**src/rtl/led_pattern_seq_pkg.sv**
```systemverilog
// Shared types and constants for the LED pattern sequencer.
// Optional feature macro used by this slice: LED_PATTERN_SEQ_TICK_SYNC_EN.
package led_seq_pkg;

   typedef enum logic [1:0] {
      MODE_ROT_L = 2'b00,
      MODE_ROT_R = 2'b01,
      MODE_BNC   = 2'b10,
      MODE_COUNT = 2'b11
   } mode_t;

   typedef enum logic [2:0] {
      IDLE,
      ROT_L,
      ROT_R,
      BNC_L,
      BNC_R,
      COUNT
   } state_t;

   // Tick history resets high so a tick already high at reset release is not a step
   localparam logic TICK_Q_RST = 1'b1;

endpackage

```
**src/rtl/led_pattern_seq_if.sv**
```systemverilog
// Control/status bundle between the tick source/controller and the LED sequencer.
interface led_pattern_seq_if #(
   parameter int unsigned WIDTH = 8
);

   logic             tick;
   logic             run;
   logic [1:0]       mode;
   logic [WIDTH-1:0] leds;
   logic             step;
   logic             wrap;

   modport master (
      output tick, run, mode,
      input  leds, step, wrap
   );

   modport slave (
      input  tick, run, mode,
      output leds, step, wrap
   );

endinterface

```
**src/rtl/led_pattern_seq_tick_edge_detect.sv**
```systemverilog
// Rising-edge detector for the tick enable level.
// With LED_PATTERN_SEQ_TICK_SYNC_EN defined, tick first passes a 2-flop
// synchronizer (adds two cycles of step latency).
module tick_edge_detect
   import led_seq_pkg::*;
(
   input  logic clk,
   input  logic rst_n,
   input  logic tick_i,
   output logic tick_rise_o
);

   logic tick_s;
   logic tick_q;

`ifdef LED_PATTERN_SEQ_TICK_SYNC_EN
   logic sync1_q;
   logic sync2_q;

   // Two-stage synchronizer, reset high like the history register
   always_ff @(posedge clk or negedge rst_n) begin
      if (!rst_n) begin
         sync1_q <= TICK_Q_RST;
         sync2_q <= TICK_Q_RST;
      end else begin
         sync1_q <= tick_i;
         sync2_q <= sync1_q;
      end
   end

   assign tick_s = sync2_q;
`else
   assign tick_s = tick_i;
`endif

   // Tick history, updated every cycle regardless of sequencer state
   always_ff @(posedge clk or negedge rst_n) begin
      if (!rst_n) begin
         tick_q <= TICK_Q_RST;
      end else begin
         tick_q <= tick_s;
      end
   end

   assign tick_rise_o = tick_s & ~tick_q;

endmodule

```
**src/rtl/led_pattern_seq.sv**
```systemverilog
// LED pattern sequencer: each tick rising edge advances a rotate-left,
// rotate-right, bounce or binary-count pattern; emits step/wrap pulses.
// Optional macro: LED_PATTERN_SEQ_TICK_SYNC_EN (tick synchronizer in tick_edge_detect).
module led_pattern_seq
   import led_seq_pkg::*;
#(
   parameter int unsigned WIDTH = 8
) (
   input  logic               clk,
   input  logic               rst_n,
   led_pattern_seq_if.slave   bus
);

   localparam logic [WIDTH-1:0] LSB_ONE = {{(WIDTH-1){1'b0}}, 1'b1};
   localparam logic [WIDTH-1:0] MSB_ONE = {1'b1, {(WIDTH-1){1'b0}}};

   state_t           state_q, state_d;
   logic [WIDTH-1:0] leds_q,  leds_d;
   logic             step_q,  step_d;
   logic             wrap_q,  wrap_d;
   logic             tick_rise;

   tick_edge_detect u_tick_edge (
      .clk         (clk),
      .rst_n       (rst_n),
      .tick_i      (bus.tick),
      .tick_rise_o (tick_rise)
   );

   // State and output registers
   always_ff @(posedge clk or negedge rst_n) begin
      if (!rst_n) begin
         state_q <= IDLE;
         leds_q  <= '0;
         step_q  <= 1'b0;
         wrap_q  <= 1'b0;
      end else begin
         state_q <= state_d;
         leds_q  <= leds_d;
         step_q  <= step_d;
         wrap_q  <= wrap_d;
      end
   end

   // Next-state, next-pattern and pulse generation
   always_comb begin
      state_d = state_q;
      leds_d  = leds_q;
      step_d  = 1'b0;
      wrap_d  = 1'b0;

      if (state_q == IDLE) begin
         leds_d = '0;
         // Mode is only sampled here; a tick rise on this edge is discarded
         if (bus.run) begin
            case (mode_t'(bus.mode))
               MODE_ROT_L: begin state_d = ROT_L; leds_d = LSB_ONE; end
               MODE_ROT_R: begin state_d = ROT_R; leds_d = MSB_ONE; end
               MODE_BNC:   begin state_d = BNC_L; leds_d = LSB_ONE; end
               MODE_COUNT: begin state_d = COUNT; leds_d = '0;      end
            endcase
         end
      end else if (!bus.run) begin
         state_d = IDLE;
         leds_d  = '0;
      end else if (tick_rise) begin
         step_d = 1'b1;
         case (state_q)
            ROT_L: begin
               leds_d = {leds_q[WIDTH-2:0], leds_q[WIDTH-1]};
               wrap_d = leds_q[WIDTH-1];
            end
            ROT_R: begin
               leds_d = {leds_q[0], leds_q[WIDTH-1:1]};
               wrap_d = leds_q[0];
            end
            BNC_L: begin
               leds_d = leds_q << 1;
               if (leds_d == MSB_ONE) begin
                  state_d = BNC_R;
               end
            end
            BNC_R: begin
               leds_d = leds_q >> 1;
               if (leds_d == LSB_ONE) begin
                  state_d = BNC_L;
                  wrap_d  = 1'b1;
               end
            end
            COUNT: begin
               leds_d = leds_q + LSB_ONE;
               wrap_d = &leds_q;
            end
            default: begin
               state_d = IDLE;
               leds_d  = '0;
               step_d  = 1'b0;
            end
         endcase
      end
   end

   assign bus.leds = leds_q;
   assign bus.step = step_q;
   assign bus.wrap = wrap_q;

endmodule

```
**src/flat_wrapper.sv**
```systemverilog
// flat-port wrapper written by rule: the top's interface ports become plain ports
module led_pattern_seq_flat import led_seq_pkg::*;
#(
   parameter int unsigned WIDTH = 8
)
  (clk, rst_n, bus_tick, bus_run, bus_mode, bus_leds, bus_step, bus_wrap);
  led_pattern_seq_if #(.WIDTH(WIDTH)) bus_i ();
  input  logic clk;
  input  logic rst_n;
  input wire logic [$bits(bus_i.tick)-1:0] bus_tick;
  input wire logic [$bits(bus_i.run)-1:0] bus_run;
  input wire logic [$bits(bus_i.mode)-1:0] bus_mode;
  output wire logic [$bits(bus_i.leds)-1:0] bus_leds;
  output wire logic [$bits(bus_i.step)-1:0] bus_step;
  output wire logic [$bits(bus_i.wrap)-1:0] bus_wrap;
  assign bus_i.tick = bus_tick;
  assign bus_i.run = bus_run;
  assign bus_i.mode = bus_mode;
  assign bus_leds = bus_i.leds;
  assign bus_step = bus_i.step;
  assign bus_wrap = bus_i.wrap;
  led_pattern_seq #(.WIDTH(WIDTH)) u_core (.clk(clk), .rst_n(rst_n), .bus(bus_i));
endmodule
```
**config.mk**
```make
export PLATFORM = sky130hd
export DESIGN_NAME = led_pattern_seq_flat
export DESIGN_NICKNAME = d
export VERILOG_FILES = /design/src/rtl/led_pattern_seq_pkg.sv /design/src/rtl/led_pattern_seq_if.sv /design/src/rtl/led_pattern_seq_tick_edge_detect.sv /design/src/rtl/led_pattern_seq.sv /design/src/flat_wrapper.sv
export SDC_FILE = /design/constraint.sdc
export NUM_CORES = 1
export LEC_CHECK = 0
export CORE_UTILIZATION = 45
export DETAILED_ROUTE_END_ITERATION = 10
export PLACE_DENSITY = 0.76
export RECOVER_POWER = 50
export SYNTH_ARGS = -nofsm -noshare
export SYNTH_HDL_FRONTEND = slang
export SYNTH_HIERARCHICAL = 1
export SYNTH_SLANG_ARGS = --single-unit
```
**constraint.sdc**
```tcl
create_clock -name clk -period 5.5 [get_ports clk]
set_input_delay 1.65 -clock clk [delete_from_list [all_inputs] [get_ports clk]]
set_output_delay 1.65 -clock clk [all_outputs]
set_load 0.05 [all_outputs]
```
==> results of run 1 <==
[worst max-delay path by stage]
| stage | to | slack, ns | depth (start not counted) |
|---|---|---|---|
| floorplan | u_core/state_q[0] | 2.72 | 5 |
| finish | u_core/bus.leds[6] | 1.90 | 7 |
| global route | u_core/bus.leds[6] | 1.76 | 7 |
| detailed placement | u_core/bus.leds[5] | 2.07 | 7 |
| CTS | bus_leds[6] | 2.13 | 1 |
| global placement | u_core/state_q[0] | 2.13 | 6 |
[metal layers]
metal,GRT usage,part of all wire,vias up
li1,-,-,522
met3,0.0345,0.054,6
met4,0.0965,0.015,0
met1,0.292,0.46,511
met5,0,0,-
met2,0.327,0.47,46
[stage by stage]
step,setup WS [ns],cells,instance area [sq um],total power (uW)
final,1.90,174,1330,434
after global routing,1.76,174,1330,472
after CTS,2.13,174,1350,440
after detailed placement,2.07,170,1310,363
after global placement,2.13,170,1310,360
after floorplan,2.72,138,1190,329
[final cells by class]
class                           instances  area (sq um)
Sequential cell                        14           352
Timing Repair Buffer                   15           150
Multi-Input combinational cell        104           732
Inverter                                7          26.3
Fill cell                             242          1140
Clock buffer                            4          36.3
Tap cell                               30          37.5
[cell families after synthesis]
| logic type | count (synthesis) | share of synthesized area |
|---|---|---|
| AO/OA/AOI/OAI | 44 | 0.271 |
| buffers and inverters | 20 | 0.0789 |
| adder cells (fa/ha/maj) | 5 | 0.0526 |
| XOR/XNOR | 4 | 0.0294 |
| AND/OR/NAND/NOR | 46 | 0.228 |
| flip-flops | 14 | 0.295 |
| multiplexers | 5 | 0.0442 |
[synth_stat cells (2+ instances only)]
library cell	instances
mux2i_1	3
a21oi_1	6
buf_2	9
ha_1	5
o221ai_1	2
o21ai_0	7
xnor2_1	3
a31oi_1	2
nor3_1	4
and3_1	5
nor3b_1	3
a211o_1	2
nand2_1	6
o22ai_1	2
or3_1	2
a211oi_1	2
dfrtp_1	13
nor2b_1	7
nand3_1	5
a22o_1	3
a22oi_1	8
nor2_1	7
buf_4	2
mux2_1	2
inv_1	7
clkbuf_1	2
[where the power goes]
group          switching (uW)  internal [uW]
sequential               60.7            115
combinational             100           82.4
clock                    35.2           40.3
[sequential cells by signal (all words and copies together), names as in the netlist]
name / cells
u_core/bus.leds: 8
u_core/bus.step: 1
u_core/bus.wrap: 1
u_core/state_q: 3
u_core/u_tick_edge/tick_q: 1
==> out/summary.txt, run 1 <==
Reg clk slew, reported paths: 0.09 ns
Port Buffers: 15
number of flops mapped to enable cells by yosys: 0
first-pass GRT wire length: 4400 um
Hold Path Depth: 1
Critical Path Fanout Max: 5
Final TNS setup: 0 ns
final slew viol count: 0
Layout area overhead: 12.1%
CP peak stage delay: 0.55 ns
# Post-CTS Setup Buffers: 0
worst path cell trace: dlygate4sd3_1, nor2b_1, nand2_1, a211oi_1, nand3_1, o21ai_0, a22o_1
WHS Endpoint: u_core/bus.leds[5]
Worst EP required: 5.72 ns
final core occ: 0.538
reg2reg path depth: 5
fin crit share: 0.654
Final nets: 156
CP bufs+invs: 1
gr usage total: 0.214
R2R Path Start: u_core/state_q[2]
status: complete, no violations
Initial Util: 0.480
Vias/cell: 6.24
worst hold slack: 0.698 ns
Die Wd: 53.4 um
Yosys top cell by area: dfrtp_1
Routed Antenna Nets: 0
clk_lat worst skew: 0.29 ns
largest net degree at the start of global routing: 29
Rows: 18
Post-Syn Instances: 138
wire per inst: 14.6 um
GRT overflow: 0
Reg2Reg Capture Point: u_core/bus.leds[6]
most common flop cell mapped by yosys: dfrtp_1
most frequent cells in the layout: clkdlybuf4s50_1 (13), dfrtp_1 (13), nor2b_1 (8), a22oi_1 (8)
worst-margin pin slew: 0.872 ns
RePlAce Congestion: 0.894
CTS buffer count: 3
min Tclk post-route: 3.60 ns
final setup vio count: 0
via count: 1085
CTS tree: built
IO Count: 16
clock skew: 0.0103 ns
RSZ-0062 raised after global routing: no
top cells by area, synth: dfrtp_1 (27%), ha_1 (5.3%), a22oi_1 (5.0%)
layout cells sized above 1: 0.0694
max cap viols: 0
die area: 2850 sq um
post-CTS sizing: 0
crit end category: flop
reg2reg setup slack: 2.99 ns
Setup crit start kind: input port
core area: 2480 sq um
Crit Path Class: in -> reg
Clock Tree Buf Depth: 2
DRT Pass-1 Iters: 4
Critical Path Start: bus_tick
CP arrival: 3.81 ns
final-report hold violation count: 0
CTS Sinks: 14
vias in the first global route: 973
max_slew headroom: 0.418
ANT cells: 0
Die H: 53.4 um
top-area cell type share of the netlist area: 0.273
register area share after synthesis: 0.295
Yosys reg bits: 14
pwr dens: 325 nW/um^2
final WL: 2540 um
delay-heaviest family, CP: compound AO/OA/AOI/OAI gates
worst min path class: reg -> reg
H-tree depth: 1
Detailed Place HPWL: 1830 um
Async S/R FF share, synth: 1.00
Lkg Pwr: 0.000529 uW
CP max stage cell: a211oi_1
mean area per synthesized cell: 8.62 sq um
Initial DRC Count: 61
antenna violations before repair: 0
Yosys warning count: 6
worst vdd ir: 0.000294 V
Syn Std Cell Area: 1190 sq um
CTS Root Cell: clkbuf_4
syn nets: 149
Fmax achieved: 278 MHz
min-delay src: u_core/bus.leds[5]
cts hold-fix bufs: 0
number of remaining DRC errors: 0
Yosys cell types: 45
(Power assumes the default switching activity.)
==> run 2: changes to the inputs <==
==> constraint.sdc (replaced) <==
create_clock -name clk -period 3.7 [get_ports clk]
set_input_delay 1.11 -clock clk [delete_from_list [all_inputs] [get_ports clk]]
set_output_delay 1.11 -clock clk [all_outputs]
set_load 0.05 [all_outputs]
==> results of run 2 <==
The final DEF is identical to that of run 1. Status: complete, no violations.
Among the figures that moved: setup slack after placement 2.07 ns -> 0.812 ns; setup slack after layout 1.90 ns -> 0.642 ns; register-to-register setup slack 2.99 ns -> 1.19 ns; total power 434 uW -> 645 uW; worst IR drop on VDD 0.000294 V -> 0.000437 V
==> RTL edit 1 (settings of run 2) <==
Build with the macro `LED_PATTERN_SEQ_TICK_SYNC_EN` defined.
--- a/src/rtl/led_pattern_seq_tick_edge_detect.sv
+++ b/src/rtl/led_pattern_seq_tick_edge_detect.sv
@@ -3,2 +3,4 @@
 // synchronizer (adds two cycles of step latency).
+`define LED_PATTERN_SEQ_TICK_SYNC_EN
+
 module tick_edge_detect
Function: changed (Yosys sat finds a counterexample within 4 cycles, from zero or initial values and one cycle with rst_n low).
==> RTL edit 1 against run 2 <==
Fmax increased by 7.3%. Sequential cell count increased by 2. Routed wire length increased by 10%. Power increased by 6.7%. Critical path depth decreased by 6. Worst setup slack improved by 210 ps. Design area increased by 4.5%. Area after synthesis increased by 4.4%.
==> RTL edit 1: results (changes against run 2) <==
PLACEMENT.SETUP.WORST_SLACK_PS=878  # was 812 ps
VDD_IR_DROP_MAX_uV=373  # was 437 uV
SYN-NUM-NETS=151  # was 149
LEAK_PWR_nW=0.555  # was 0.529 nW
SEQ_AREA_FRAC_SYNTH=0.325  # was 0.295
SLOWEST_STAGE='clkdlybuf4s50_1'  # was a211oi_1
PLACE.DETAILED.HPWL_UM=1910  # was 1830 um
CTS_BUFFERS=3  # unchanged
POST-PLACE-CELLS=172  # was 170
CTS_BUFFER_DEPTH=2  # unchanged
CELLINTERNALPOWER_mW=0.379  # was 0.353 mW
CLOCK_TREE.HTREE_LEVEL_COUNT=1  # unchanged
GRT_USE_TOTAL=0.217  # was 0.214
FIN_CELLS=176  # was 174
CTS.REPAIR.RESIZED=0  # unchanged
CRIT_PATH_MAX_FANOUT=11  # was 5
NUMBER_OF_GLOBAL_ROUTE_VIAS_BEFORE_REPAIR=934  # was 973
CLOCK_TREE.ROOT_CELL='clkbuf_4'  # unchanged
ANTENNA_FOUND_INITIAL=0  # unchanged
DRT_PRE_ANTENNA_ITERS=5  # was 4
MIN_DELAY_PATH_CLASS='reg -> reg'  # unchanged
ANTENNA_CELLS=0  # unchanged
PLACED_AREA_SQ_UM=1360  # was 1310 sq um
POST_SYNTH_MAIN_AREA_CONTRIBUTORS='dfrtp_1 (26%), dfstp_2 (6.3%), ha_1 (5.0%)'  # was dfrtp_1 (27%), ha_1 (5.3%), a22oi_1 (5.0%)
LAYOUT-DRIVE-GT1-SHARE=0.0890  # was 0.0694
AVGROUTEDWIREPERCELL_UM=15.9  # was 14.6 um
LAYOUT.NETS=158  # was 156
POSTSYNTHAREAPERCELL_SQ_UM=8.87  # was 8.62 sq um
CRITICAL-PATH-TOP-DELAY-FAMILY='buffers and inverters'  # was compound AO/OA/AOI/OAI gates
DETAILEDROUTE.FIRSTITERATIONVIOLATIONS=59  # was 61
YOSYSUNIQUECELLTYPES=45  # unchanged
ASYNC_FLOP_SHARE=1.00  # unchanged
SYNTH.CELLS.MOST_FREQUENT='dfrtp_1 (13), buf_2 (9), a22oi_1 (8)'  # unchanged
NUMPORTBUFFERS=15  # unchanged
GRT_START_MAX_NET_PINS=29  # unchanged
WORST_EP_ARRIVAL_TIME_PS=1740  # was 3270 ps
CTS_SETUP_BUFFERS=0  # unchanged
CLOCK_SKEW_PS=14.5  # was 10.3 ps
RUN_STATUS='completed'  # unchanged
YS_WARN_COUNT=6  # unchanged
GLOBALPLACE.CONGESTION=0.932  # was 0.894
CLOCK_LATENCY_PS=300
NUMBER_OF_FLIP_FLOPS_IN_THE_LARGEST_REGISTER=8  # unchanged
WORST_SETUP_HOLD_PATH_CLK_SLEW_PS=110  # was 90 ps
NUMBER_OF_VIAS_AFTER_DETAILED_ROUTING=1094  # was 1085
GRT.OVERFLOW.TOTAL=0  # unchanged
MAX_STAGE_DELAY_PS=870  # was 550 ps
FILLERINSTANCES=238  # was 242
GRT_PASS1_WL_UM=4530  # was 4400 um
SLEW_HEADROOM=0.373  # was 0.418
==> RTL edit 1: cell type report <==
class / instances / area share
multi-input cells: 104 / 0.531
flip-flops and latches: 16 / 0.290
repair buffers: 15 / 0.108
well taps: 30 / 0.0269
clock buffers: 4 / 0.0260
inverters: 7 / 0.0189
==> RTL edit 1: power groups by stage <==
stage / clock network [mW] / registers [mW] / logic (mW)
detailed placement: 0 / 0.291 / 0.279
global route: 0.129 / 0.300 / 0.306
global placement: 0 / 0.290 / 0.272
CTS: 0.123 / 0.288 / 0.280
floorplan: 0 / 0.239 / 0.277
finish: 0.119 / 0.292 / 0.278
==> RTL edit 1: path summary, 6_finish.rpt <==
kind                                                 startpoint                                   end  slack [ps]  cells past startpoint
hold reg to reg            u_core/u_tick_edge/sync1_q$_DFF_PN1_  u_core/u_tick_edge/sync2_q$_DFF_PN1_         360                      0
max in group asynchronous                                 rst_n         u_core/state_q[2]$_DFFE_PN0P_        1920                      1
min in group asynchronous                                 rst_n        u_core/bus.leds[4]$_DFFE_PN0P_        1310                      1
hold / removal             u_core/u_tick_edge/sync1_q$_DFF_PN1_  u_core/u_tick_edge/sync2_q$_DFF_PN1_         360                      0
setup / recovery                 u_core/bus.leds[6]$_DFFE_PN0P_                           bus_leds[6]         850                      1
setup reg to reg                  u_core/state_q[2]$_DFFE_PN0P_        u_core/bus.leds[3]$_DFFE_PN0P_        1140                      5
==> RTL edit 1: cells by family (layout without fill, tap and decap cells) <==
family | count (synthesis) | after routing | synth area share
AO/OA/AOI/OAI | 44 | 44 | 0.260
XOR/XNOR | 4 | 4 | 0.0282
adder cells (fa/ha/maj) | 5 | 5 | 0.0504
buffers and inverters | 20 | 26 | 0.0755
flip-flops | 16 | 16 | 0.325
multiplexers | 5 | 5 | 0.0423
AND/OR/NAND/NOR | 46 | 46 | 0.219
==> RTL edit 1: per-stage QoR <==
step | hold slack (ps) | util | total power, mW
after global placement | 350 | 0.535 | 0.562
after detailed placement | 348 | 0.535 | 0.570
after floorplan | 345 | - | 0.516
after global routing | 368 | 0.548 | 0.734
final | 363 | 0.548 | 0.689
after CTS | 365 | 0.550 | 0.691
==> RTL edit 1: per-layer routing <==
layer	part of all wire	GRT usage
met1	0.47	0.325
met2	0.44	0.311
met3	0.083	0.0500
met4	0.0082	0.0513
met5	0	0
==> RTL edit 2 (config.mk and constraints of run 2) <==
Without the edit above. Re-encode `state_t` (6 states) as Gray code, 3 bits wide.
--- a/src/rtl/led_pattern_seq_pkg.sv
+++ b/src/rtl/led_pattern_seq_pkg.sv
@@ -12,8 +12,8 @@
    typedef enum logic [2:0] {
-      IDLE,
-      ROT_L,
-      ROT_R,
-      BNC_L,
-      BNC_R,
-      COUNT
+      IDLE  = 3'b000,
+      ROT_L = 3'b001,
+      ROT_R = 3'b011,
+      BNC_L = 3'b010,
+      BNC_R = 3'b110,
+      COUNT = 3'b111
    } state_t;
Behaviour: same outputs for any inputs over 10 cycles, from zero or initial values and one cycle with rst_n low; not proved beyond that.
==> RTL edit 2 against run 2 <==
Via count rose by 9.6%. Design area grew 0.56%. Fmax up 5.3%. Worst setup slack better by 150 ps. Power rose by 7.5%. Sequential cell count unchanged. Count of clock-buffer cells in the layout unchanged. Final cell count increased by 2.9%. Global-route usage up 1.1 points. Area after synthesis up 1.5%. Routed wire length grew 17%. Critical path type unchanged. Largest cell class unchanged.
==> RTL edit 2: results (changes against run 2) <==
GRT_PASS1_WL_UM=4770  # was 4400 um
ANTENNA_CELLS=0  # unchanged
FF2FF_PATH_DEPTH=4  # was 5
SYN-NUM-NETS=152  # was 149
SYNTH.CELLS.MOST_FREQUENT='dfrtp_1 (13), nand2_1 (9), buf_2 (8), nand3_1 (8), a21oi_1 (7)'  # was dfrtp_1 (13), buf_2 (9), a22oi_1 (8)
WORST_EP_ARRIVAL_TIME_PS=3090  # was 3270 ps
FINALHOLDWORSTSLACK_PS=717  # was 698 ps
NUMBER_OF_VIAS_AFTER_DETAILED_ROUTING=1189  # was 1085
FILLERINSTANCES=235  # was 242
YOSYSUNIQUECELLTYPES=52  # was 45
WORSTHOLDSTART='u_core/bus.leds[1]$_DFFE_PN0P_'  # was u_core/bus.leds[5]$_DFFE_PN0P_
WHS_PATH_DEPTH=2  # was 1
SEQ_AREA_FRAC_SYNTH=0.291  # was 0.295
NUMBER_OF_GLOBAL_ROUTE_VIAS_BEFORE_REPAIR=989  # was 973
GRT_START_MAX_NET_PINS=27  # was 29
PLACE.DETAILED.HPWL_UM=1960  # was 1830 um
VDD_IR_DROP_MAX_uV=496  # was 437 uV
POST_SYNTH_MAIN_AREA_CONTRIBUTORS='dfrtp_1 (27%), a22oi_1 (3.7%), buf_2 (3.3%)'  # was dfrtp_1 (27%), ha_1 (5.3%), a22oi_1 (5.0%)
SLOWEST_STAGE='dlygate4sd3_1'  # was a211oi_1
LAYOUT-DRIVE-GT1-SHARE=0.0738  # was 0.0694
GRT_USE_TOTAL=0.225  # was 0.214
GLOBALPLACE.CONGESTION=0.914  # was 0.894
REG2REG_SETUP_SLACK_PS=1730  # was 1190 ps
WORSTREG2REGSTART='u_core/state_q[0]$_DFFE_PN0P_'  # was u_core/state_q[2]$_DFFE_PN0P_
AVGROUTEDWIREPERCELL_UM=16.6  # was 14.6 um
RUN_STATUS='completed'  # unchanged
CRIT_PATH_MAX_FANOUT=10  # was 5
WORSTHOLDENDPOINT='u_core/bus.leds[1]$_DFFE_PN0P_'  # was u_core/bus.leds[5]$_DFFE_PN0P_
CTS_BUFFERS=3  # unchanged
LEAK_PWR_nW=0.501  # was 0.529 nW
LAYOUT.NETS=158  # was 156
RTL edit 2: per-stage QoR:
stage | power [mW] | instances | cell area [sq um]
2_1_floorplan | 0.521 | 144 | 1210
3_3_place_gp | 0.574 | 175 | 1310
3_5_place_dp | 0.578 | 175 | 1310
4_1_cts | 0.687 | 179 | 1350
5_1_grt | 0.739 | 179 | 1340
6_report | 0.694 | 179 | 1340
RTL edit 2: worst max path at each step:
stage	start	end	slack, ps
floorplan	bus_tick	u_core/bus.leds[6]$_DFFE_PN0P_	1540
global placement	bus_tick	u_core/state_q[2]$_DFFE_PN0P_	970
detailed placement	bus_tick	u_core/state_q[2]$_DFFE_PN0P_	910
CTS	u_core/bus.leds[2]$_DFFE_PN0P_	bus_leds[2]	820
global route	bus_tick	u_core/state_q[2]$_DFFE_PN0P_	670
finish	bus_tick	u_core/bus.leds[5]$_DFFE_PN0P_	800
RTL edit 2: per-layer routing:
layer	vias to the layer above	track usage	share of wire
met1	558	0.333	0.46
met5	-	0	0
met3	6	0.00847	0.068
met2	66	0.337	0.46
met4	0	0.0921	0.013
li1	559	-	-
RTL edit 2: cell type report:
class / instances / area (sq um) / area share
Inverter: 4 / 15.0 / 0.0112
Sequential cell: 14 / 352 / 0.262
Tap cell: 30 / 37.5 / 0.0280
Clock buffer: 4 / 36.3 / 0.0271
Timing Repair Buffer: 15 / 150 / 0.112
Multi-Input combinational cell: 112 / 751 / 0.560
RTL edit 2: cell families (layout without fill, tap and decap cells):
group                      Yosys count  count (layout)  share of synthesized area
AOI/OAI and AO/OA                   48              48                      0.283
xor gates and xnor gates             2               2                     0.0145
adders and majority gates            2               2                     0.0207
buffers and inverters               18              23                     0.0808
DFF                                 14              14                      0.291
muxes                                6               6                     0.0518
and+or+nand+nor                     54              54                      0.258
RTL edit 2: critical path, delay by kind of cell:
kind / cells / cell delay, ps
AOI/OAI and AO/OA: 3 / 580
and+or+nand+nor: 2 / 860
buffers and inverters: 1 / 540
RTL edit 2: power breakdown:
| part | internal (mW) | switching (mW) |
|---|---|---|
| Sequential | 0.175 | 0.120 |
| Combinational | 0.128 | 0.163 |
| Clock | 0.0598 | 0.0485 |
